File: src/rtl/cpu_types_pkg.sv
// Shared core types: pipeline sequencer states and the Mem control-field encoding.
package cpu_types_pkg;

  typedef enum logic [1:0] {
    RUN     = 2'd0,
    MEMWAIT = 2'd1,
    HALTING = 2'd2,
    HALTED  = 2'd3
  } seq_state_t;

  localparam logic [1:0] MEM_NONE  = 2'b00;
  localparam logic [1:0] MEM_LOAD  = 2'b01;
  localparam logic [1:0] MEM_STORE = 2'b10;

endpackage

File: src/rtl/hazard_detect.sv
// Load-use compare: a load in ID/EX whose destination feeds the instruction in IF/ID.
module hazard_detect
  import cpu_types_pkg::*;
(
  input  logic [1:0] idex_mem,
  input  logic [4:0] idex_rd,
  input  logic [4:0] ifid_rs,
  input  logic [4:0] ifid_rt,
  output logic       lu
);

  // r0 is hardwired to zero, so a load targeting it never creates a dependency
  assign lu = (idex_mem == MEM_LOAD) && (idex_rd != 5'd0) &&
              ((idex_rd == ifid_rs) || (idex_rd == ifid_rt));

endmodule

File: src/rtl/pipeline_sequencer.sv
// Central pipeline controller: latch enables/flushes, PC write enable, halt drain
// and a saturating stall-cycle counter for the 5-stage core.
//
// state   | meaning
// RUN     | normal issue; hazards resolved combinationally each cycle
// MEMWAIT | data access outstanding; pipeline frozen until dhit
// HALTING | halt reached MEM/WB; pipeline frozen while the drain counter runs
// HALTED  | core stopped; only reset leaves this state
module pipeline_sequencer
  import cpu_types_pkg::*;
#(
  parameter int DRAIN_CYCLES = 2,
  parameter int CNT_W        = 32
) (
  input  logic             CLK,
  input  logic             nRST,
  input  logic             ihit,
  input  logic             dhit,
  input  logic [1:0]       exmem_mem,
  input  logic [1:0]       idex_mem,
  input  logic [4:0]       idex_rd,
  input  logic [4:0]       ifid_rs,
  input  logic [4:0]       ifid_rt,
  input  logic             br_taken,
  input  logic             memwb_halt,
  output logic             pc_en,
  output logic             ifid_en,
  output logic             idex_en,
  output logic             exmem_en,
  output logic             memwb_en,
  output logic             ifid_flush,
  output logic             idex_flush,
  output logic             exmem_flush,
  output logic             halted,
  output logic [CNT_W-1:0] stall_cnt
);

  seq_state_t state;
  logic [3:0] drain_cnt;
  logic       dreq;
  logic       lu;
  logic       run_eval;

  hazard_detect u_hazard_detect (
    .idex_mem (idex_mem),
    .idex_rd  (idex_rd),
    .ifid_rs  (ifid_rs),
    .ifid_rt  (ifid_rt),
    .lu       (lu)
  );

  assign dreq = (exmem_mem == MEM_LOAD) || (exmem_mem == MEM_STORE);

  // MEMWAIT with dhit re-runs the RUN priorities; dreq is then satisfied by dhit itself
  assign run_eval = (state == RUN) || ((state == MEMWAIT) && dhit);

  always_comb begin
    pc_en       = 1'b0;
    ifid_en     = 1'b0;
    idex_en     = 1'b0;
    exmem_en    = 1'b0;
    memwb_en    = 1'b0;
    ifid_flush  = 1'b0;
    idex_flush  = 1'b0;
    exmem_flush = 1'b0;
    if (run_eval && !memwb_halt && !(dreq && !dhit)) begin
      pc_en    = 1'b1;
      ifid_en  = 1'b1;
      idex_en  = 1'b1;
      exmem_en = 1'b1;
      memwb_en = 1'b1;
      if (br_taken) begin
        ifid_flush = 1'b1;
        idex_flush = 1'b1;
      end else if (lu) begin
        pc_en      = 1'b0;
        ifid_en    = 1'b0;
        idex_flush = 1'b1;
      end else if (!ihit) begin
        pc_en      = 1'b0;
        ifid_flush = 1'b1;
      end
    end
  end

  always_ff @(posedge CLK) begin
    if (!nRST) begin
      state     <= RUN;
      halted    <= 1'b0;
      stall_cnt <= '0;
      drain_cnt <= '0;
    end else begin
      if ((state == RUN || state == MEMWAIT) && !pc_en && (stall_cnt != '1))
        stall_cnt <= stall_cnt + CNT_W'(1);
      case (state)
        RUN: begin
          if (memwb_halt) begin
            state     <= HALTING;
            drain_cnt <= 4'd1;
          end else if (dreq && !dhit) begin
            state <= MEMWAIT;
          end
        end
        MEMWAIT: begin
          if (dhit) begin
            if (memwb_halt) begin
              state     <= HALTING;
              drain_cnt <= 4'd1;
            end else begin
              state <= RUN;
            end
          end
        end
        HALTING: begin
          if (drain_cnt == 4'(DRAIN_CYCLES)) begin
            state  <= HALTED;
            halted <= 1'b1;
          end else begin
            drain_cnt <= drain_cnt + 4'd1;
          end
        end
        HALTED:  halted <= 1'b1;
        default: state <= RUN;
      endcase
    end
  end

endmodule

File: config.mk
export PLATFORM = sky130hd
export DESIGN_NAME = pipeline_sequencer
export DESIGN_NICKNAME = d
export VERILOG_FILES = /design/src/rtl/cpu_types_pkg.sv /design/src/rtl/hazard_detect.sv /design/src/rtl/pipeline_sequencer.sv
export SDC_FILE = /design/constraint.sdc
export NUM_CORES = 1
export LEC_CHECK = 0
export ABC_AREA = 1
export BUFFER_PORTS_ARGS = -buffer_cell sky130_fd_sc_hd__buf_2
export CORE_MARGIN = 1.5
export CORE_UTILIZATION = 35
export CTS_CLUSTER_SIZE = 25
export DETAILED_ROUTE_END_ITERATION = 12
export GPL_TIMING_DRIVEN = 0
export HOLD_SLACK_MARGIN = 0.1
export SYNTH_ARGS = -nofsm -noshare
export SYNTH_HDL_FRONTEND = slang
export SYNTH_SLANG_ARGS = --single-unit
File: constraint.sdc
create_clock -name CLK -period 2.4 [get_ports CLK]
set_clock_uncertainty 0.05 [all_clocks]
set_input_delay 0.24 -clock CLK [delete_from_list [all_inputs] [get_ports CLK]]
set_output_delay 0.24 -clock CLK [all_outputs]
set_load 0.03 [all_outputs]
Word level (Yosys, flattened, before mapping)
Cells that the tools add are included.
{"block": "word_totals", "in_bits": 25, "reg_bits": 39, "out_inout_bits": 41, "word_cells": 70}
{"block": "op_classes", "eq_ne": 14, "muxes": 27, "n_reduce_logical": 23, "add_sub_neg": 2}
{"op": "adder 32 x 1 -> 32 bit, second input constant", "n": 1}
{"op": "!= test 32 bit, second input constant", "n": 1}
{"op": "two-way mux 1 bit", "n": 16}
{"op": "two-way mux 4 bit", "n": 3}
{"op": "case mux 4 bit (3 select lines)", "n": 1}
{"op": "== test 5 bit", "n": 2}
{"op": "two-way mux 2 bit", "n": 5}
{"op": "logical AND 1 bit", "n": 8}
{"op": "== test 2 x 1 -> 1 bit, second input constant", "n": 3}
{"op": "== test 2 bit, second input constant", "n": 3}
{"op": "!= test 2 bit, second input constant", "n": 3}
{"op": "case mux 2 bit (3 select lines)", "n": 1}
{"op": "nonzero test 5 bit", "n": 1}
{"op": "adder 4 x 1 -> 4 bit, second input constant", "n": 1}
{"op": "== test 4 x 2 -> 1 bit, second input constant", "n": 1}
{"op": "zero test 1 bit", "n": 4}
{"op": "logical OR 1 bit", "n": 4}
{"op": "AND reduction 4 bit", "n": 1}
{"op": "!= test 3 bit, second input constant", "n": 1}
{"op": "AND reduction 3 bit", "n": 1}
{"op": "nonzero test 3 bit", "n": 1}
{"op": "zero test 2 bit", "n": 1}
{"op": "case mux 1 bit (2 select lines)", "n": 1}
{"op": "AND reduction 2 bit", "n": 1}
{"op": "nonzero test 2 bit", "n": 1}

Longest topological paths before layout
Gate-level depths: netlist of run 1.
{"block": "logic_depth", "ltp_word": 9, "ltp_mapped": 13, "mapped_depth_nobuf": 12}

By module
A second synthesis of run 1 with hierarchy kept.
{"block": "unflattened", "hier_cells": 491, "area_unflattened_um2": 2877.8}
{"module": "pipeline_sequencer", "cells_each": 446, "instances": 1, "seq_area_each_um2": 780.7, "area_per_inst_um2": 2672.6}
{"module": "hazard_detect", "cells_each": 45, "instances": 1, "seq_area_each_um2": 0.0, "area_per_inst_um2": 205.2}

Worst setup path before layout of run 1
Ideal clock, no wire load.
{"block": "synth_path", "path_kind": "reg-to-output", "from": "register state[1]", "to": "output port ifid_flush", "path_buffers": 0, "arrival_time_ns": 1.686, "path_stages_with_launch": 9, "setup_slack_ns": 0.424, "required_time_ns": 2.110, "path_cell_list": "dfxtp_1 inv_1 ha_1 inv_1 o21ai_0 nand2_1 inv_1 nand2_1 a21oi_1"}
{"block": "synth_via", "elab_chain_cells": 6, "elab_cells_between_ends": 7, "cone_classes": "eq/ne (1); mux (1); reduce/logical (5)"}
{"item": "start, declared", "line": "pipeline_sequencer.sv:38", "rtl": "seq_state_t state;"}
{"item": "start signal, assigned", "line": "pipeline_sequencer.sv:88", "rtl": "state <= RUN;"}
{"item": "start signal, assigned", "line": "pipeline_sequencer.sv:98", "rtl": "state <= HALTING;"}
{"item": "start signal, assigned", "line": "pipeline_sequencer.sv:101", "rtl": "state <= MEMWAIT;"}
{"item": "== test 2 x 1 -> 1 bit", "line": "pipeline_sequencer.sv:55", "rtl": "assign run_eval = (state == RUN) || ((state == MEMWAIT) && dhit);"}
{"item": "logical AND 1 bit", "line": "pipeline_sequencer.sv:55"}
{"item": "logical OR 1 bit *", "line": "pipeline_sequencer.sv:55"}
{"item": "logical AND 1 bit * (2 in series)", "line": "pipeline_sequencer.sv:66", "rtl": "if (run_eval && !memwb_halt && !(dreq && !dhit)) begin"}
{"item": "two-way mux 1 bit *", "line": "pipeline_sequencer.sv:66"}
{"item": "end, declared", "line": "pipeline_sequencer.sv:31", "rtl": "output logic ifid_flush,"}
Every way passes the cells marked *; elsewhere a longest branch is shown, timed or not.

Worst setup path after layout of run 1
{"block": "layout_path", "from": "register state[1]", "to": "output port pc_en"}
{"block": "layout_via", "elab_chain_cells": 6, "elab_cells_between_ends": 7, "cone_classes": "eq/ne (1); mux (1); reduce/logical (5)"}
{"item": "== test 2 x 1 -> 1 bit", "line": "pipeline_sequencer.sv:55"}
{"item": "logical AND 1 bit", "line": "pipeline_sequencer.sv:55"}
{"item": "logical OR 1 bit *", "line": "pipeline_sequencer.sv:55"}
{"item": "logical AND 1 bit * (2 in series)", "line": "pipeline_sequencer.sv:66"}
{"item": "two-way mux 1 bit *", "line": "pipeline_sequencer.sv:66"}
{"item": "end, declared", "line": "pipeline_sequencer.sv:26", "rtl": "output logic pc_en,"}
Marks and branches as above.

==> results.json, run 1 <==
{
  "ir_worst_vdd_mv": 0.267,
  "overflow": 0,
  "synth_seq_area_share_pct": 26.0,
  "diodes": 0,
  "drtIter0Drc": 127,
  "cts_resized": 0,
  "wl_um": 8250,
  "rows": 33,
  "grt_util_met3_pct": 2.71,
  "use_met2_pct": 31.2,
  "setup.worst_path.class": "reg2out",
  "r2r_cells": 12,
  "cts_buffers": 5,
  "yosys-top-cells-area": "dfxtp_1 (26%), nand2_1 (16%), inv_1 (12%)",
  "drt.antenna.violating_nets": 0,
  "port_buffers": 64,
  "dieArea_um2": 9130,
  "yosysTopAreaCellShare_pct": 26.0,
  "first_pass_iters": 4,
  "post-place-cells": 677,
  "slew_headroom_pct": 61.4,
  "cts.reportedPaths.clkPinSlew_ns": 0.08,
  "cts_hold_buf": 0,
  "track_usage_pct": 19.4,
  "final_common_cell": "nand2_1",
  "h-tree-depth": 2,
  "viasPerCell": 4.81,
  "area_delta_synth_final_pct": 19.4,
  "avgSynthCellArea_um2": 5.90,
  "max-cap-violations": 0,
  "final.setup.tns_ns": 0,
  "route.detailed.drc": 0,
  "p_leak_nw": 1.82,
  "min_period_ns": 2.18,
  "grt_max_degree": 13,
  "hpwlAfterDp_um": 6280,
  "fin_crit_sh_pct": 90.9,
  "slowest_delay_ns": 0.33,
  "core-area_um2": 8260,
  "hold_class": "in2reg",
  "setup_viol": 0,
  "synth.distinct_cells": 36,
  "die_w_um": 95.6,
  "routedWlPerCell_um": 12.0,
  "busiest_layer": "met2",
  "cts-root-buf": "clkbuf_8",
  "die_h_um": 95.6,
  "cts_sinks": 39,
  "drive_above_1_share_pct": 20.0,
  "use_met1_pct": 27.3,
  "synth_nets": 540,
  "tightest_slew_ns": 0.579,
  "mappedNetlistArea_um2": 3000,
  "rsz0062_at_grt": "no",
  "clk_latency_ns": 0.30,
  "multiInputGateArea_um2": 1710,
  "end_kind": "output pin",
  "cellPowerDensity_nw_per_um2": 662,
  "cts_tree": "built",
  "yosysTopAreaCell": "dfxtp_1",
  "fin_nets": 611,
  "io_pins": 66,
  "fill_cells": 912,
  "syn_inst": 508,
  "seqCellArea_um2": 781,
  "outcome": "finished clean",
  "grt_pass1_wl_um": 14000,
  "gp_congestion": 0.872,
  "dr_total_vias": 3293,
  "start_util_pct": 36.3,
  "finalHoldViolCount": 0,
  "yosys_register_bits": 39,
  "finalMaxSlewViolations": 0,
  "cp-start-kind": "flip-flop",
  "grt_pass1_vias": 2965,
  "yosys_warnings": 0,
  "crit_top_cell": "inv_1",
  "final_cells": 685,
  "cts_setup_buffers": 0,
  "layout_common_cells": "nand2_1 (127), inv_1 (97), nor2_1 (70)",
  "cp.required_ns": 2.11,
  "worstPathArrival_ns": 1.89,
  "power.total_w": 0.00237,
  "timing.fmax_ghz": 0.458,
  "antenna_found_initial": 0,
  "path_max_fanout": 10,
  "whs_path_depth": 3,
  "worstPathCellList": "inv_1, ha_1, inv_1, o21ai_0, nand2_1, inv_2, nand3_4, buf_4, inv_1, clkbuf_4",
  "slowest_stage": "dfxtp_1",
  "cts_max_path_buffers": 2
}
==> layout make-up <==
type | instances | share of cell area (%)
multi-input combinational | 345 | 47.8
inverter | 105 | 11.0
sequential | 39 | 21.8
clock inverter | 2 | 0.978
clock buffer | 6 | 2.31
timing repair buffer | 64 | 9.01
tap | 105 | 3.67
buffer | 19 | 3.46
==> cells by family (layout without fill, tap and decap cells) <==
| logic type | after synthesis | in the layout | synth area share, % |
|---|---|---|---|
| flip-flops | 39 | 39 | 26.0 |
| adder cells (fa/ha/maj) | 7 | 7 | 2.92 |
| other | 1 | 1 | 0.125 |
| XOR/XNOR | 5 | 5 | 1.46 |
| AO/OA/AOI/OAI | 19 | 19 | 3.59 |
| AND/OR/NAND/NOR | 313 | 313 | 48.7 |
| buffers and inverters | 124 | 196 | 17.2 |
==> worst paths after layout <==
path	slack [ns]	from	to
max	0.22	state[1]$_SDFFE_PN0P_	pc_en
min	0.22	nRST	drain_cnt[2]$_SDFFE_PN0P_
max reg2reg	0.33	stall_cnt[0]$_SDFFE_PN0P_	stall_cnt[27]$_SDFFE_PN0P_
min reg2reg	0.46	drain_cnt[1]$_SDFFE_PN0P_	drain_cnt[1]$_SDFFE_PN0P_
==> layer usage <==
metal	up-vias	wire length, um
met5	-	0
met4	0	87
met3	6	309
met2	61	3780
met1	1505	4070
li1	1721	-
==> registers in the layout, indices dropped and copies added, names as in the netlist <==
signal and flops:
stall_cnt 32, halted 1, state 2, drain_cnt 4
==> synth_stat cells <==
cell type  number
nand2_1       127
inv_1          98
nor2_1         70
nand3_1        47
dfxtp_1        39
nand4_1        37
nor3_1          9
a21oi_1         8
buf_2           7
buf_4           7
ha_1            7
inv_2           5
nor2_2          5
o21ai_0         5
nand2_2         4
nand3_2         3
xnor2_1         3
buf_6           2
clkbuf_1        2
clkinv_1        2
nand4_2         2
nor2_4          2
nor3_2          2
o211ai_1        2
xor2_1          2
a211oi_1        1
a21o_1          1
and3_4          1
buf_1           1
conb_1          1
nand3_4         1
nand3b_1        1
nor3b_2         1
o21a_1          1
o21ai_1         1
or2_2           1
==> report_power, final <==
group | internal (W) | total, W | switching (W)
clock network | 0.000337 | 0.000586 | 0.000249
registers | 0.000697 | 0.000752 | 0.0000544
logic | 0.000300 | 0.00103 | 0.000734
total | 0.00133 | 0.00237 | 0.00104
==> critical path, delay by kind of cell, from the launching register on <==
kind            cells  cell delay [ns]
compound gates      1             0.15
flops               1             0.33
fa+ha+maj           1             0.18
buf+inv             6             0.69
simple gates        2             0.22
==> per-stage QoR <==
step           hold slack, ns  utilization (%)  area (um2)  setup WS (ns)
2_1_floorplan           0.362                -        3000          0.424
3_3_place_gp            0.452             41.8        3450          0.402
3_5_place_dp            0.459             41.8        3450          0.400
4_1_cts                 0.216             43.2        3570         0.0766
5_1_grt                 0.232             43.4        3580         0.0307
6_report                0.220             43.4        3580          0.217
Note: power is estimated with default switching activity, not from simulation.
==> run 2, diff against run 1 <==
--- a/config.mk
+++ b/config.mk
@@ -5,7 +5,7 @@
 export SDC_FILE = /design/constraint.sdc
 export NUM_CORES = 1
 export LEC_CHECK = 0
-export ABC_AREA = 1
+export ABC_AREA = 0
 export BUFFER_PORTS_ARGS = -buffer_cell sky130_fd_sc_hd__buf_2
 export CORE_MARGIN = 1.5
 export CORE_UTILIZATION = 35
==> results.json, run 2 <==
{
  "cp.required_ns": 2.58,
  "wl_um": 5310,
  "drt.antenna.violating_nets": 0,
  "route.detailed.drc": 0,
  "tightest_slew_ns": 0.583,
  "top_register": "stall_cnt",
  "slowest_delay_ns": 0.43,
  "path_max_fanout": 8,
  "gp_congestion": 0.794,
  "max-cap-violations": 0,
  "mappedNetlistArea_um2": 2220,
  "start_util_pct": 36.8,
  "diodes": 0,
  "r2r-start": "state[1]$_SDFFE_PN0P_",
  "cts_max_path_buffers": 2,
  "core-area_um2": 6030,
  "die_w_um": 82.6,
  "cts-root-buf": "clkbuf_8",
  "cts_tree": "built",
  "clk_latency_ns": 0.30,
  "ir_worst_vdd_mv": 0.493,
  "worstPathArrival_ns": 2.48,
  "dieArea_um2": 6820,
  "setup_viol": 0,
  "place_ws_ns": -0.153,
  "synth_common_cells": "dfxtp_1 (39), nor2_1 (29), xor2_1 (27)",
  "synth.distinct_cells": 40,
  "area_delta_synth_final_pct": 31.2,
  "io_pins": 66,
  "layout_common_cells": "buf_2 (66), dfxtp_1 (37), nor2_1 (29)",
  "worstPathCellList": "inv_2, ha_4, nor2_1, or4_4, o22ai_4, nand4b_4, buf_8, or3_1, a21oi_1",
  "rows": 28,
  "min_period_ns": 2.30,
  "largest_reg_flops": 32,
  "antenna_found_initial": 0,
  "cp-startpoint": "state[1]$_SDFFE_PN0P_",
  "cp-start-kind": "flip-flop",
  "syn_inst": 270,
  "routedWlPerCell_um": 12.5,
  "synth_nets": 302,
  "cts_hold_buf": 0,
  "cp_num_buf_inv": 2,
  "min_from": "nRST",
  "finalHoldViolCount": 0,
  "top_regs": "stall_cnt x32, drain_cnt x4, state x2",
  "hpwlAfterDp_um": 3820,
  "cts.reportedPaths.clkPinSlew_ns": 0.08,
  "synth_edf_count": 0,
  "yosys_register_bits": 39,
  "yosysTopAreaCellShare_pct": 35.2,
  "fin_nets": 381,
  "overflow": 0,
  "yosysMostFrequentCell": "dfxtp_1",
  "yosys-top-cells-area": "dfxtp_1 (35%), xor2_1 (11%), nor2_1 (4.9%)",
  "rsz0062_at_grt": "yes",
  "hold_slack_ns": 0.173,
  "async_flop_share_pct": 0,
  "viasPerCell": 5.05,
  "busiest_layer": "met2",
  "finalMaxSlewViolations": 0,
  "drive_above_1_share_pct": 29.7,
  "grt_pass1_wl_um": 8200,
  "track_usage_pct": 15.5,
  "yosysTopAreaCell": "dfxtp_1",
  "setup.worst_path.class": "reg2reg",
  "grt_util_met3_pct": 2.86,
  "die_h_um": 82.6,
  "cp_top_family": "simple AND/OR/NAND/NOR gates",
  "slowest_stage": "or4_4",
  "use_met1_pct": 19.5,
  "p_leak_nw": 1.32,
  "hold_class": "in2reg",
  "dr_total_vias": 2147,
  "port_buffers": 64,
  "timing.fmax_ghz": 0.435,
  "cts_sinks": 39,
  "ys.flop_type": "dfxtp_1",
  "synth_seq_area_share_pct": 35.2,
  "final_common_cell": "buf_2",
  "fin_crit_sh_pct": 95.8,
  "grt_max_degree": 14,
  "finalWorstSetupSlack_ns": 0.101,
  "grt_pass1_vias": 1860,
  "h-tree-depth": 2,
  "slew_headroom_pct": 61.2,
  "use_met2_pct": 26.7,
  "end_kind": "flip-flop",
  "avgSynthCellArea_um2": 8.21,
  "first_pass_iters": 4,
  "outcome": "finished clean",
  "cellPowerDensity_nw_per_um2": 787,
  "drtIter0Drc": 67,
  "cts_buffers": 5,
  "yosys_warnings": 0
}
==> run 2: power by group <==
group          leakage [nW]  switching, W  internal [W]
clock                0.0581      0.000245      0.000310
sequential            0.316     0.0000641      0.000704
combinational         0.942      0.000584      0.000383
==> run 2: final cells by class <==
cell class              count  area, um2
flip-flops and latches     39        786
well taps                  75       93.8
inverters                  11       41.3
clock inverters             3       43.8
repair buffers             72        402
fillers                   619       3120
plain buffers              12       73.8
multi-input cells         208       1400
clock buffers               5       68.8
==> run 2: worst reg2reg max path: stages, from the launching register on <==
cell and delay [ns]:
dfxtp_2 0.35, inv_2 0.09, ha_4 0.14, nor2_1 0.07, or4_4 0.43, o22ai_4 0.23, nand4b_4 0.22, buf_8 0.20
or3_1 0.31, a21oi_1 0.14
==> run 2: metrics by stage <==
step                cells  TNS (ns)  total power [W]  cell area [um2]  util (%)
detailed placement    409     -1.28          0.00163             2630      43.7
CTS                   418         0          0.00220             2770      45.9
floorplan             270         0          0.00141             2220         -
finish                425         0          0.00229             2910      48.3
global placement      409    -0.449          0.00162             2630      43.7
global route          425   -0.0195          0.00245             2910      48.3
==> run 2: worst paths after layout <==
path | endpoint | cells after the start | slack [ns]
worst max register to register | stall_cnt[19]$_SDFFE_PN0P_ | 9 | 0.10
worst min-delay path | stall_cnt[7]$_SDFFE_PN0P_ | 3 | 0.17
worst min register to register | stall_cnt[11]$_SDFFE_PN0P_ | 2 | 0.44
worst max-delay path | stall_cnt[19]$_SDFFE_PN0P_ | 9 | 0.10
==> run 2: logic make-up (layout without fill, tap and decap cells) <==
family          count (synthesis)  after routing  synth area share [%]
fa+ha+maj                       7              7                  3.95
other cells                     1              1                 0.169
simple gates                  119            119                  29.0
xor+xnor                       27             27                  10.7
compound gates                 49             49                  13.8
flops                          39             39                  35.2
buf+inv                        23            103                  5.02
mux                             5              5                  2.26
==> run 2: repair_timing <==
item | CTS | global route
gates resized for setup | 2 | 18
setup buffers | 1 | 6
pin swaps | 1 | 5
endpoints found under the setup margin | 24 | 24
gates cloned | 0 | 1
==> run 2: per-layer routing <==
layer	wire, um	up-vias
met4	57	0
met5	0	-
met2	2380	69
met1	2540	956
li1	-	1117
met3	332	5
